[src/rtl/bus_pkg.sv]
// Shared types and constants for the serial system-bus slave port.
package bus_pkg;
   typedef enum logic [2:0] {IDLE, ADDR, WDATA, MEM_WRITE, MEM_READ, RDATA} state_t;

   localparam logic RW_READ  = 1'b1;
   localparam logic RW_WRITE = 1'b0;

   // 14-bit bus address: 2 select bits decoded upstream, 12 bits reach the slave
   localparam int BUS_ADDR_W   = 14;
   localparam int SEL_W        = 2;
   localparam int LOCAL_ADDR_W = BUS_ADDR_W - SEL_W;
endpackage

[src/rtl/serial_shift_reg.sv]
// LSB-first shift register: new bits enter at the MSB and move toward bit 0.
module serial_shift_reg #(
   parameter int W = 8
) (
   input  logic         clk,
   input  logic         reset,
   input  logic         load,
   input  logic [W-1:0] load_val,
   input  logic         shift,
   input  logic         sin,
   output logic [W-1:0] q,
   output logic [W-1:0] nxt
);
   // nxt lets the owner grab the word in the same cycle the last bit arrives
   always_comb begin
      nxt = q;
      if (load)
         nxt = load_val;
      else if (shift)
         nxt = {sin, q[W-1:1]};
   end

   always_ff @(posedge clk or posedge reset) begin
      if (reset)
         q <= '0;
      else
         q <= nxt;
   end
endmodule

[src/rtl/bus_slave_port.sv]
// Responder end of the serial system bus: deserialise a frame, do one local
// memory access, serialise read data back to the master.
module bus_slave_port
   import bus_pkg::*;
#(
   parameter int ADDR_WIDTH   = LOCAL_ADDR_W,
   parameter int DATA_WIDTH   = 8,
   parameter int READ_LATENCY = 2
) (
   input  logic                  clk,
   input  logic                  reset,
   input  logic                  bus_valid,
   input  logic                  bus_rw,
   input  logic                  bus_sdata,
   output logic                  slave_ready,
   output logic                  slave_rvalid,
   output logic                  slave_rdata,
   output logic                  frame_error,
   output logic [ADDR_WIDTH-1:0] mem_addr,
   output logic [DATA_WIDTH-1:0] mem_wdata,
   output logic                  mem_we,
   output logic                  mem_re,
   input  logic [DATA_WIDTH-1:0] mem_rdata
);
   localparam int MAX_W = (ADDR_WIDTH > DATA_WIDTH) ? ADDR_WIDTH : DATA_WIDTH;
   localparam int CNT_W = $clog2(MAX_W + 1);

   state_t           state;
   logic [CNT_W-1:0] cnt;
   logic [2:0]       lat;
   logic             rw;

   logic [ADDR_WIDTH-1:0] addr_q, addr_nxt;
   logic [DATA_WIDTH-1:0] wdata_q, wdata_nxt, rd_q, rd_nxt;
   logic addr_shift, wdata_shift, capture, rd_shift;

   assign addr_shift  = bus_valid && (state == IDLE || state == ADDR);
   assign wdata_shift = bus_valid && (state == WDATA);
   assign capture     = (state == MEM_READ) && (lat == 3'(READ_LATENCY));
   assign rd_shift    = (state == RDATA);

   serial_shift_reg #(.W(ADDR_WIDTH)) u_addr (
      .clk(clk), .reset(reset), .load(1'b0), .load_val('0),
      .shift(addr_shift), .sin(bus_sdata), .q(addr_q), .nxt(addr_nxt)
   );

   serial_shift_reg #(.W(DATA_WIDTH)) u_wdata (
      .clk(clk), .reset(reset), .load(1'b0), .load_val('0),
      .shift(wdata_shift), .sin(bus_sdata), .q(wdata_q), .nxt(wdata_nxt)
   );

   serial_shift_reg #(.W(DATA_WIDTH)) u_rdata (
      .clk(clk), .reset(reset), .load(capture), .load_val(mem_rdata),
      .shift(rd_shift), .sin(1'b0), .q(rd_q), .nxt(rd_nxt)
   );

   assign slave_rdata = slave_rvalid & rd_q[0];

   logic unused_bits;
   assign unused_bits = ^{wdata_q, rd_q[DATA_WIDTH-1:1], rd_nxt};

   always_ff @(posedge clk or posedge reset) begin
      if (reset) begin
         state        <= IDLE;
         cnt          <= '0;
         lat          <= '0;
         rw           <= 1'b0;
         slave_ready  <= 1'b1;
         slave_rvalid <= 1'b0;
         frame_error  <= 1'b0;
         mem_we       <= 1'b0;
         mem_re       <= 1'b0;
         mem_addr     <= '0;
         mem_wdata    <= '0;
      end else begin
         frame_error <= 1'b0;
         mem_we      <= 1'b0;
         mem_re      <= 1'b0;
         case (state)
            IDLE: if (bus_valid) begin
               rw          <= bus_rw;
               cnt         <= CNT_W'(1);
               state       <= ADDR;
               slave_ready <= 1'b0;
            end
            ADDR: if (!bus_valid) begin
               state       <= IDLE;
               cnt         <= '0;
               frame_error <= 1'b1;
               slave_ready <= 1'b1;
            end else if (cnt == CNT_W'(ADDR_WIDTH - 1)) begin
               cnt <= '0;
               if (rw == RW_READ) begin
                  state    <= MEM_READ;
                  mem_re   <= 1'b1;
                  mem_addr <= addr_nxt;
                  lat      <= '0;
               end else begin
                  state <= WDATA;
               end
            end else begin
               cnt <= cnt + CNT_W'(1);
            end
            WDATA: if (!bus_valid) begin
               state       <= IDLE;
               cnt         <= '0;
               frame_error <= 1'b1;
               slave_ready <= 1'b1;
            end else if (cnt == CNT_W'(DATA_WIDTH - 1)) begin
               cnt       <= '0;
               state     <= MEM_WRITE;
               mem_we    <= 1'b1;
               mem_addr  <= addr_q;
               mem_wdata <= wdata_nxt;
            end else begin
               cnt <= cnt + CNT_W'(1);
            end
            MEM_WRITE: begin
               state       <= IDLE;
               slave_ready <= 1'b1;
            end
            MEM_READ: if (capture) begin
               state        <= RDATA;
               slave_rvalid <= 1'b1;
            end else begin
               lat <= lat + 3'd1;
            end
            RDATA: if (cnt == CNT_W'(DATA_WIDTH - 1)) begin
               cnt          <= '0;
               state        <= IDLE;
               slave_rvalid <= 1'b0;
               slave_ready  <= 1'b1;
            end else begin
               cnt <= cnt + CNT_W'(1);
            end
            default: begin
               state       <= IDLE;
               slave_ready <= 1'b1;
            end
         endcase
      end
   end
endmodule
[config.mk]
export PLATFORM = sky130hd
export DESIGN_NAME = bus_slave_port
export DESIGN_NICKNAME = d
export VERILOG_FILES = /design/src/rtl/bus_pkg.sv /design/src/rtl/serial_shift_reg.sv /design/src/rtl/bus_slave_port.sv
export SDC_FILE = /design/constraint.sdc
export NUM_CORES = 1
export LEC_CHECK = 0
export ABC_AREA = 1
export ABC_CLOCK_PERIOD_IN_PS = 3450
export CORE_MARGIN = 5
export CORE_UTILIZATION = 62
export CTS_BUF_LIST = sky130_fd_sc_hd__clkbuf_8
export CTS_CLUSTER_SIZE = 28
export DETAILED_ROUTE_END_ITERATION = 8
export PLACE_DENSITY = 0.87
export SLEW_MARGIN = 10
export SYNTH_ARGS = -nofsm -noshare
export SYNTH_HDL_FRONTEND = slang
export SYNTH_HIERARCHICAL = 1
export SYNTH_SLANG_ARGS = --single-unit
export TNS_END_PERCENT = 100
[constraint.sdc]
create_clock -name clk -period 3.45 [get_ports clk]
set_input_delay 0.69 -clock clk [delete_from_list [all_inputs] [get_ports clk]]
set_output_delay 0.69 -clock clk [all_outputs]
set_load 0.01 [all_outputs]
* After elaboration in Yosys (flattened, before gate mapping)
Cells that the tools add are included.
W data, S select, Z words.
** Storage, ports and cells
- Bits of input ports :: 13
- Register bits :: 64
- Output and inout bits :: 26
- Word-level logic and storage cells :: 102
** Cells by class
- Bitwise operators :: 2
- Add/sub/neg operators :: 2
- Reduce and logical (&&, ||, !) cells :: 19
- Multiplexer cells :: 46
- Equal/unequal tests :: 19
** Operator list (count)
- $mux W12 :: 6
- $mux W3 :: 12
- $mux W8 :: 3
- $pmux W12 S2 :: 1
- $mux W4 :: 5
- $pmux W4 S4 :: 1
- $pmux W3 S5 :: 1
- $mux W1 :: 14
- $ne A2 B2 Y1 const B :: 7
- $reduce_and A5 Y1 :: 2
- $reduce_bool A2 Y1 :: 4
- $eq A3 B2 Y1 const B :: 2
- $eq A3 B3 Y1 const B :: 2
- $ne A2 B1 Y1 const B :: 3
- $ne A3 B2 Y1 const B :: 2
- $pmux W3 S2 :: 1
- $reduce_and A3 Y1 :: 2
- $reduce_and A6 Y1 :: 1
- $add A4 B1 Y4 const B :: 1
- $eq A4 B3 Y1 const B :: 1
- $eq A4 B4 Y1 const B :: 1
- $pmux W1 S4 :: 1
- $reduce_and A2 Y1 :: 2
- $reduce_and A4 Y1 :: 1
- other kinds (10) :: 12

* Logic depth before layout (Yosys ltp)
Gate-level depths: netlist of the first run.
- Depth in word-level cells :: 8
- Gate-level depth with buffers :: 15
- Mapped depth without buffers :: 14

* By module
Netlist of the first run, hierarchy kept.
** By module, submodules not included
- bus_slave_port :: area an instance 1884.3 µm², sequential area each 902.1 µm², cells each 256, instances 1
- serial_shift_reg (u_rdata ...) :: area an instance 417.9 µm², sequential area each 200.2 µm², cells each 62, instances 2
- serial_shift_reg (u_addr) :: area an instance 649.4 µm², sequential area each 300.3 µm², cells each 92, instances 1

* Worst setup path after synthesis of the first run
No wires, ideal clock.
- Path kind :: input-to-reg
- Start :: input port bus_valid
- End :: register mem_addr[0]
- Library setup time :: 0.123 ns
- Slack :: 1.536 ns
- Cell stages on the path :: 13
- Data required time :: 3.327 ns
- Path buffers :: 2
- Data arrival time :: 1.791 ns
- Cell sequence :: buf_2 inv_1 nor2_2 inv_1 nand2_1 buf_4 nand2_1 nand3_1 nand2_1 nand2_1 nand2_1 nand2_1 nand2_1
** On the way
- Word-level cells in the longest chain between the ends :: 6
- Elaborated cells between the ends (all ways) :: 9
- Those cells by class :: 2 x eq/ne; 5 x mux; 2 x reduce/logical
** RTL lines
- from (decl) :: line bus_slave_port.sv:12 : input logic bus_valid,
- $logic_and A1 B1 Y1 :: line bus_slave_port.sv:37 : assign addr_shift = bus_valid && (state == IDLE || state == ADDR);
- via addr_shift :: line bus_slave_port.sv:35 : logic addr_shift, wdata_shift, capture, rd_shift;
- $mux W12 :: line serial_shift_reg.sv:19 : else if (shift)
- via addr_nxt[0] :: line bus_slave_port.sv:33 : logic [ADDR_WIDTH-1:0] addr_q, addr_nxt;
- $mux W12 :: line bus_slave_port.sv:93 : if (rw == RW_READ) begin
- $mux W12 :: line bus_slave_port.sv:91 : end else if (cnt == CNT_W'(ADDR_WIDTH - 1)) begin
- $mux W12 :: line bus_slave_port.sv:86 : ADDR: if (!bus_valid) begin
- $pmux W12 S2 :: line bus_slave_port.sv:79 : case (state)
- to (signal assigned) :: line bus_slave_port.sv:96 : mem_addr <= addr_nxt;
- to (signal assigned) :: line bus_slave_port.sv:113 : mem_addr <= addr_q;
- to (decl) :: line bus_slave_port.sv:19 : output logic [ADDR_WIDTH-1:0] mem_addr,
The timed path passes the listed nets, and every way through them passes these cells. The select of a mux whose other input is x is not followed.
A chain may end at the register's enable or synchronous reset.

* Final worst setup path of the first run
- Start :: input port bus_valid
- End :: register mem_addr[9]
The elaborated chain is that of the path after synthesis.

==> summary.md, run 1 <==
| Metric | Value |
|---|---|
| # hold bufs at CTS | 0 |
| Most used cell, CP | nand2_1 |
| Crit path buffers/inverters | 4 |
| Crit start category | primary input |
| Max incr delay on CP | 670 ps |
| Final period util | 0.7659 |
| Final WL | 7.818 mm |
| Layout cell share with drive strength beyond 1 | 0.06145 |
| Diode count | 0 |
| Met3 Use GR | 0.06022 |
| Data arrival time at the worst-slack endpoint | 2920 ps |
| Clock skew | 8.088 ps |
| Num Clock Sinks | 64 |
| Crit path capture type | flop |
| Clock root buffer | clkbuf_8 |
| VDD IR max | 0.3948 mV |
| Die ar. | 7009 um2 |
| Rows | 26 |
| Pre-CTS setup slack | 539.3 ps |
| Worst path top cell family by delay | simple AND/OR/NAND/NOR gates |
| CP Cell Sequence | clkdlybuf4s50_1 > inv_1 > nor2_2 > inv_1 > nand2_1 > inv_2 > nand2_2 > nand3_1 > nand2_1 > nand2_1 > nand2_1 > nand2_1 > nand2_1 |
| Grt peak-use layer | met2 |
| CTS clk-pin slew, worst paths | 70 ps |
| Power per cell area | 765.3 nW/um2 |
| Slew Limit Fails | 0 |
| Worst path required time | 3730 ps |
| Largest net degree at the start of global routing | 20 |
| Global-route wire length before repair | 13.66 mm |
| Routed len/inst | 12.88 um |
| Max Root-Sink Buffers | 2 |
| Layout net count | 548 |
| H-tree levels | 3 |
| Drt first pass iters | 5 |
| RSZ-0062 raised after global routing | false |
| Max stage delay cell, worst path | clkdlybuf4s50_1 |
| Grt met1 use | 0.3010 |
| Synth Area per Inst | 7.139 um2 |
| Via density | 5.155 |
| DIE HEIGHT | 83.72 um |
| Area delta synth->final | 19.72% |
| Resized Gates After CTS | 0 |
| Seq/Total Area, Yosys | 0.4757 |
| Yosys reg bits | 64 |
| Aggregate global-route resource usage | 0.2378 |
| Final setup fails | 0 |
| Routed Antenna Nets | 0 |
| Fmax | 0.3784 GHz |
| Leak | 0.002222 uW |
| Final setup margin | 807.6 ps |
| TNS Setup | 0 ps |
| Final Hold Viols | 0 |
| Post-DP HPWL | 5.548 mm |
| Least-Margin Pin Slew | 681.8 ps |
| Initial antenna violation count | 0 |
| Slew HR | 0.5438 |
| Num ports | 39 |
| Gr ovfl total | 0 |
| Worst-skew pair later-pin latency | 340 ps |
| Drt initial violations | 301 |
| Post-CTS Setup Inserts | 0 |
| Routability cong. | 0.9226 |
| Max FO, Critical Path | 13 |
| YS warnings | 6 |
| Starting Density | 0.6474 |
| Max-cap check violation count | 0 |
| Post-Synthesis Cell Area | 3369 um2 |
| Number of distinct library cells after synthesis | 26 |
| Min Clock Period, post-route | 2642 ps |
| Die W | 83.72 um |
| CTS tree | yes |
| Mapped Cells | 472 |
| Met2 usage in global routing | 0.3991 |
| Outcome | complete, no violations |
| Vias in the first global route | 3107 |
| CTS Buf Count | 9 |
| Remaining DRCs | 0 |
| Via count | 3129 |
| Hold Crit Class | flop to flop |
| Core area | 5205 um2 |
| I/O Buffers | 38 |
| Setup CP Type | primary input to flop |
logic make-up (layout without fill, tap and decap cells):
group | Yosys count | count (layout) | synth area share
adder cells (fa/ha/maj) | 3 | 3 | 0.01114
other | 1 | 26 | 0.001113
AND/OR/NAND/NOR | 288 | 288 | 0.3468
multiplexers | 1 | 1 | 0.002971
buffers and inverters | 79 | 119 | 0.1036
flip-flops | 64 | 64 | 0.4757
XOR/XNOR | 3 | 3 | 0.007799
AO/OA/AOI/OAI | 33 | 33 | 0.05087
stage by stage:
stage / hold slack [ps] / cell area, um2 / util / instances / power [uW]
2_1_floorplan: 469.3 / 3463 / - / 497 / 2046
3_3_place_gp: 451.2 / 3834 / 0.7365 / 591 / 2366
3_5_place_dp: 470.2 / 3834 / 0.7365 / 591 / 2421
4_1_cts: 480.1 / 4034 / 0.7750 / 607 / 3078
5_1_grt: 500.5 / 4034 / 0.7750 / 607 / 3344
6_report: 475.3 / 4034 / 0.7750 / 607 / 3087
state kept, by name, indices dropped and copies added (netlist names), 3 cells and up:
name,flops
cnt,4
lat,3
u_wdata/q,8
mem_wdata,8
u_rdata/q,8
u_addr/q,12
mem_addr,12
state,3
power breakdown:
part           leakage, uW  internal (uW)  switching, uW
clock network     0.000109            366            286
registers         0.000794            991            144
logic              0.00132            482            819
total              0.00222           1840           1250
cells in the mapped netlist:
library cell  number  area [um2]
nand3_1           39       195.2
nor2_1            16       60.06
o21bai_1           1       7.510
buf_2              8       40.04
buf_4              5       37.54
clkbuf_1           1       3.750
nand4_1            5       31.28
buf_12             1       20.02
ha_1               3       37.54
a21oi_1            4       20.02
xor2_1             2       17.52
inv_1             56       210.2
o21ai_2            1       8.760
o21ai_1            3       15.01
inv_2              7       26.28
mux2i_1            1       10.01
nand2_2            3       18.77
buf_6              1       11.26
xnor2_1            1       8.760
dfstp_2            1       26.28
o21ai_0           24       120.1
nor3_2             1       10.01
dfrtp_1           63        1577
conb_1             1       3.750
nand2_1          219       822.0
nor2_2             5       31.28
worst paths after layout:
path                       cells past startpoint      endpoint  slack (ps)   startpoint
setup reg to reg                              13   mem_addr[9]        1260     state[1]
max in group asynchronous                      3  mem_addr[11]        1800        reset
setup / recovery                              13   mem_addr[9]         810    bus_valid
hold reg to reg                                2   slave_ready         480  slave_ready
min in group asynchronous                      2  u_wdata/q[2]         770        reset
hold / removal                                 2   slave_ready         480  slave_ready
worst reg2reg max path, stage by stage (launching register included):
cell and delay (ps):
dfrtp_1 440, nor2_1 270, inv_1 100, nor2_1 90, nand2_1 80, nand2_1 380, inv_2 210, nand2_2 100
nand3_1 60, nand2_1 80, nand2_1 60, nand2_1 120, nand2_1 60, nand2_1 80
cell usage in the layout, fill, tap and decap left out, types with 2 or more instances in the layout:
master,n
conb_1,26
nor2_1,16
ha_1,3
nand2_2,3
xor2_1,2
a21oi_1,4
inv_1,59
clkbuf_8,11
buf_4,2
nand2_1,219
nand3_1,39
nor2_2,5
nand4_1,5
o21ai_1,3
o21ai_0,24
dfrtp_1,63
clkdlybuf4s50_1,38
inv_2,7
area by class of cell:
cell class	instances	area, um2
Clock buffer	11	151.4
Clock inverter	5	48.80
Timing Repair Buffer	40	395.4
Fill cell	391	1171
Inverter	63	236.5
Tap cell	70	87.58
Multi-Input combinational cell	354	1511
Sequential cell	64	1603
routing by layer:
| layer | routed length [um] | part of all wire |
|---|---|---|
| met1 | 3377 | 0.43 |
| met2 | 3825 | 0.49 |
| met3 | 493 | 0.063 |
| met4 | 121 | 0.015 |
| met5 | 0 | 0 |
(Power assumes the default switching activity.)
==> inputs of run 2 (changes only) <==
- ABC_CLOCK_PERIOD_IN_PS: 3450 -> 2800
- CORE_UTILIZATION: 62 -> 58
- PLACE_DENSITY: 0.87 -> 0.82
- clock period: 3.45 -> 2.8 ns (I/O delays scaled with it)
==> summary.md, run 2 (synthesis gave the netlist of run 1 again) <==
| Metric | Value |
|---|---|
| Remaining DRCs | 0 |
| Worst path required time | 3080 ps |
| Post-DP HPWL | 5.380 mm |
| Starting Density | 0.6045 |
| Clock root buffer | clkbuf_8 |
| Routability cong. | 0.9045 |
| TNS Setup | 0 ps |
| Num Clock Sinks | 64 |
| Hold Path Sink | slave_ready |
| Layout net count | 551 |
| Initial antenna violation count | 0 |
| Most common cell after layout, fill and taps aside | nand2_1 |
| Layout cell share with drive strength beyond 1 | 0.07037 |
| Vias in the first global route | 2926 |
| Outcome | complete, no violations |
| CTS tree | yes |
| Max Root-Sink Buffers | 2 |
| Core area | 5574 um2 |
| Final Hold Viols | 0 |
| RR Startpoint | state[1] |
| Largest net degree at the start of global routing | 18 |
| Clock skew | 6.530 ps |
| Num ports | 39 |
| CTS Buf Count | 9 |
| Crit path capture type | flop |
| Routed len/inst | 12.06 um |
| Crit start category | primary input |
| Placed Cells | 596 |
| Setup CP Type | primary input to flop |
| Final WL | 7.379 mm |
| Drt initial violations | 209 |
| Final Non-Filler Cells | 612 |
| Max FO, Critical Path | 13 |
| Fillers | 446 |
| Hold path depth | 2 |
| Reg2Reg Depth | 13 |
| CTS clk-pin slew, worst paths | 70 ps |
| Hold_sp | slave_ready |
| Overall Power | 3863 uW |
| Aggregate global-route resource usage | 0.2200 |
| Hold Crit Class | flop to flop |
| Global-route wire length before repair | 12.99 mm |
| Drt first pass iters | 4 |
| Die ar. | 7434 um2 |
| Post-CTS Setup Inserts | 0 |
| Slew HR | 0.6259 |
| Resized Gates After CTS | 0 |
| Data arrival time at the worst-slack endpoint | 2510 ps |
| Regs by FF count | mem_addr: 12 flops, u_addr/q: 12 flops |
| Fmax | 0.4482 GHz |
| H-tree levels | 3 |
| Setup slack, reg-to-reg | 610 ps |
| # hold bufs at CTS | 0 |
| Leak | 0.002237 uW |
| Most frequent cells in the layout | nand2_1, dfrtp_1, inv_1, nand3_1, clkdlybuf4s50_1 |
| Least-Margin Pin Slew | 561.1 ps |
| Via count | 3014 |
| Via density | 4.925 |
| Final period util | 0.7968 |
| Diode count | 0 |
| Max-cap check violation count | 0 |
| RSZ-0062 raised after global routing | false |
| Routed Antenna Nets | 0 |
| Power per cell area | 946.8 nW/um2 |
| Final setup fails | 0 |
| Gr ovfl total | 0 |
| DIE HEIGHT | 86.22 um |
| Area delta synth->final | 21.09% |
| Min Clock Period, post-route | 2231 ps |
| R2r endpoint | mem_addr[0] |
| Slew Limit Fails | 0 |
| VDD IR max | 0.5105 mV |
| Worst-skew pair later-pin latency | 350 ps |
| I/O Buffers | 38 |
| Rows | 27 |
| Die W | 86.22 um |
==> run 2: changes by cell type in the layout (fill, tap and decap cells not counted) <==
cell / previous run / this run
bufinv_16: 1 / 2
clkinvlp_4: 1 / 2
buf_4: 2 / 5
clkinv_2: 0 / 1
inv_1: 59 / 57
clkbuf_8: 11 / 10
==> run 2: worst max path at each step <==
stage / startpoint / to / slack [ps] / cells past startpoint
floorplan: bus_valid / mem_addr[0] / 1020 / 13
global placement: bus_valid / mem_addr[4] / 340 / 13
detailed placement: bus_valid / mem_addr[8] / 270 / 13
CTS: bus_valid / mem_addr[0] / 610 / 13
global route: state[0] / mem_addr[4] / 350 / 14
finish: bus_valid / mem_addr[0] / 570 / 13
==> run 2: report_power, final <==
part / total [uW] / switching [uW] / internal (uW)
clock network: 883 / 362 / 520
logic: 1590 / 987 / 599
registers: 1390 / 174 / 1220
==> run 2: metal layers <==
layer | up-vias | GRT usage | share of wire
li1 | 1546 | - | -
met3 | 11 | 0.03897 | 0.051
met1 | 1383 | 0.2831 | 0.46
met5 | - | 0 | 0
met4 | 0 | 0.09773 | 0.019
met2 | 74 | 0.3644 | 0.47
==> run 2: layout make-up <==
class | instances | area [um2] | area share
clock buffer | 10 | 137.6 | 0.03373
clock inverter | 6 | 83.83 | 0.02055
inverter | 63 | 236.5 | 0.05796
multi-input combinational | 354 | 1511 | 0.3704
sequential | 64 | 1603 | 0.3928
tap | 72 | 90.09 | 0.02208
timing repair buffer | 43 | 417.9 | 0.1024
==> run 2: critical path, stage by stage <==
cell and delay, ps:
clkdlybuf4s50_1 480, inv_1 60, nor2_2 210, inv_1 80, nand2_1 340, inv_2 200, nand2_1 100, nand3_1 70
nand2_1 80, nand2_1 50, nand2_1 110, nand2_1 60, nand2_1 90
==> run 2: metrics by stage <==
step             util  hold slack (ps)  instance area [um2]  worst slack (ps)
3_5_place_dp   0.6923            454.7                 3859             274.7
4_1_cts        0.7320            464.0                 4080             606.0
3_3_place_gp   0.6923            452.4                 3859             335.4
6_report       0.7320            460.7                 4080             568.9
2_1_floorplan       -            375.7                 3463              1016
5_1_grt        0.7320            486.7                 4080             354.1
==> inputs of run 3 (changes only) <==
- ABC_CLOCK_PERIOD_IN_PS: 2800 -> 2300
- clock period: 2.8 -> 2.3 ns (I/O delays scaled with it)
==> summary.md, run 3 (synthesis gave the netlist of run 1 again) <==
| Metric | Value |
|---|---|
| Most frequent cells in the layout | nand2_1, dfrtp_1, inv_1, nand3_1, clkdlybuf4s50_1 |
| Gr ovfl total | 0 |
| Layout net count | 555 |
| DIE HEIGHT | 86.22 um |
| Post-CTS Setup Inserts | 0 |
| # hold bufs at CTS | 0 |
| Max Root-Sink Buffers | 2 |
| Clock Power Share | 0.242 |
| Largest net degree at the start of global routing | 25 |
| Routed Antenna Nets | 0 |
| Die W | 86.22 um |
| Switching share of power | 0.3925 |
| Clock root buffer | clkbuf_8 |
| Leak | 0.002270 uW |
| Slew HR | 0.6547 |
| Hold Crit Class | flop to flop |
| Hold WS | 472.9 ps |
| Data arrival time at the worst-slack endpoint | 2260 ps |
| Hold path depth | 2 |
| Rows | 27 |
| Most common cell after layout, fill and taps aside | nand2_1 |
| Final WL | 7.871 mm |
| Remaining DRCs | 0 |
| Final Hold Viols | 0 |
| Via density | 5.006 |
| Max FO, Critical Path | 16 |
| CTS tree | yes |
| Vias in the first global route | 3061 |
| Global-route wire length before repair | 13.69 mm |
| Layout cell share with drive strength beyond 1 | 0.07904 |
| P_sw | 1936 uW |
| Via count | 3084 |
| Diode count | 0 |
| Area delta synth->final | 23.02% |
| Clock skew | 6.638 ps |
| Die ar. | 7434 um2 |
| Final period util | 0.8588 |
| Aggregate global-route resource usage | 0.2317 |
| Min Clock Period, post-route | 1975 ps |
| Max-cap check violation count | 0 |
| TNS Setup | 0 ps |
| Num ports | 39 |
| Num Clock Sinks | 64 |
| Resized Gates After CTS | 0 |
| Setup CP Type | flop to flop |
| Least-Margin Pin Slew | 517.4 ps |
| Crit path capture type | flop |
| I/O Buffers | 38 |
| Core area | 5574 um2 |
| Drt initial violations | 205 |
| Drt first pass iters | 7 |
| RSZ-0062 raised after global routing | false |
| Worst-skew pair later-pin latency | 350 ps |
| Fmax | 0.5063 GHz |
| Final Core Density | 0.7437 |
| Regs by FF count | mem_addr: 12 flops, u_addr/q: 12 flops |
| Initial antenna violation count | 0 |
| Starting Density | 0.6045 |
| H-tree levels | 3 |
| CTS clk-pin slew, worst paths | 70 ps |
| P_int | 2996 uW |
| Seq pwr share | 0.347 |
| Gate power share | 0.411 |
| Crit start category | flop |
| Power per cell area | 1190 nW/um2 |
| Routed len/inst | 12.78 um |
| Final setup fails | 0 |
| VDD IR max | 0.5848 mV |
| Reg2Reg Depth | 7 |
| CTS Buf Count | 9 |
| Worst path required time | 2580 ps |
| Routability cong. | 0.9299 |
| Post-DP HPWL | 5.545 mm |
| Slew Limit Fails | 0 |
| Outcome | complete, no violations |
[run 3: changes by cell type in the layout (fill, tap and decap cells not counted)]
cell,change
buf_12,+1
clkinvlp_4,-1
inv_1,-1
buf_4,+3
clkinv_4,+2
clkbuf_8,-1
bufinv_16,+1
[run 3: power by group through the flow]
stage / Combinational, uW / Clock [uW] / Sequential, uW
floorplan: 1340 / 0 / 1720
global placement: 1930 / 0 / 1710
detailed placement: 1990 / 0 / 1730
CTS: 2010 / 1200 / 1710
global route: 2320 / 1260 / 1760
finish: 2030 / 1190 / 1710
[run 3: metal layers]
layer / wire (um) / GRT usage / vias up / share of wire
li1: - / - / 1551 / -
met1: 3501 / 0.3019 / 1413 / 0.44
met2: 3786 / 0.3798 / 105 / 0.48
met3: 461 / 0.05513 / 15 / 0.059
met4: 121 / 0.08074 / 0 / 0.015
met5: 0 / 0 / - / 0
[run 3: worst paths after layout]
kind / start / to / slack [ps]
setup / recovery: state[2] / mem_addr[11] / 320
hold / removal: slave_ready / slave_ready / 470
setup reg to reg: state[2] / mem_addr[11] / 320
hold reg to reg: slave_ready / slave_ready / 470
max in group asynchronous: reset / u_addr/q[6] / 1370
min in group asynchronous: reset / u_rdata/q[7] / 490
[run 3: final cells by class]
type / count / area [um2]
clock inverters: 7 / 120.1
well taps: 72 / 90.09
clock buffers: 9 / 123.9
repair buffers: 47 / 460.4
multi-input cells: 354 / 1511
fillers: 450 / 1429
flip-flops and latches: 64 / 1603
inverters: 63 / 236.5
[run 3: per-stage QoR]
stage / worst slack, ps / instance area (um2) / std cells / power [uW]
after floorplan: 615.7 / 3463 / 497 / 3069
after global placement: 214.2 / 3901 / 600 / 3639
after detailed placement: 191.7 / 3901 / 600 / 3720
after CTS: 348.5 / 4145 / 616 / 4928
after global routing: 160.4 / 4145 / 616 / 5337
final: 324.9 / 4145 / 616 / 4932
[run 3: worst max-delay path, stage by stage (launching register included)]
cell     delay [ps]
dfrtp_1         490
nor2_2          220
nand2_2         250
nand2_1         210
nand2_2          80
nor2_2          430
nand2_1         140
nand2_1         100
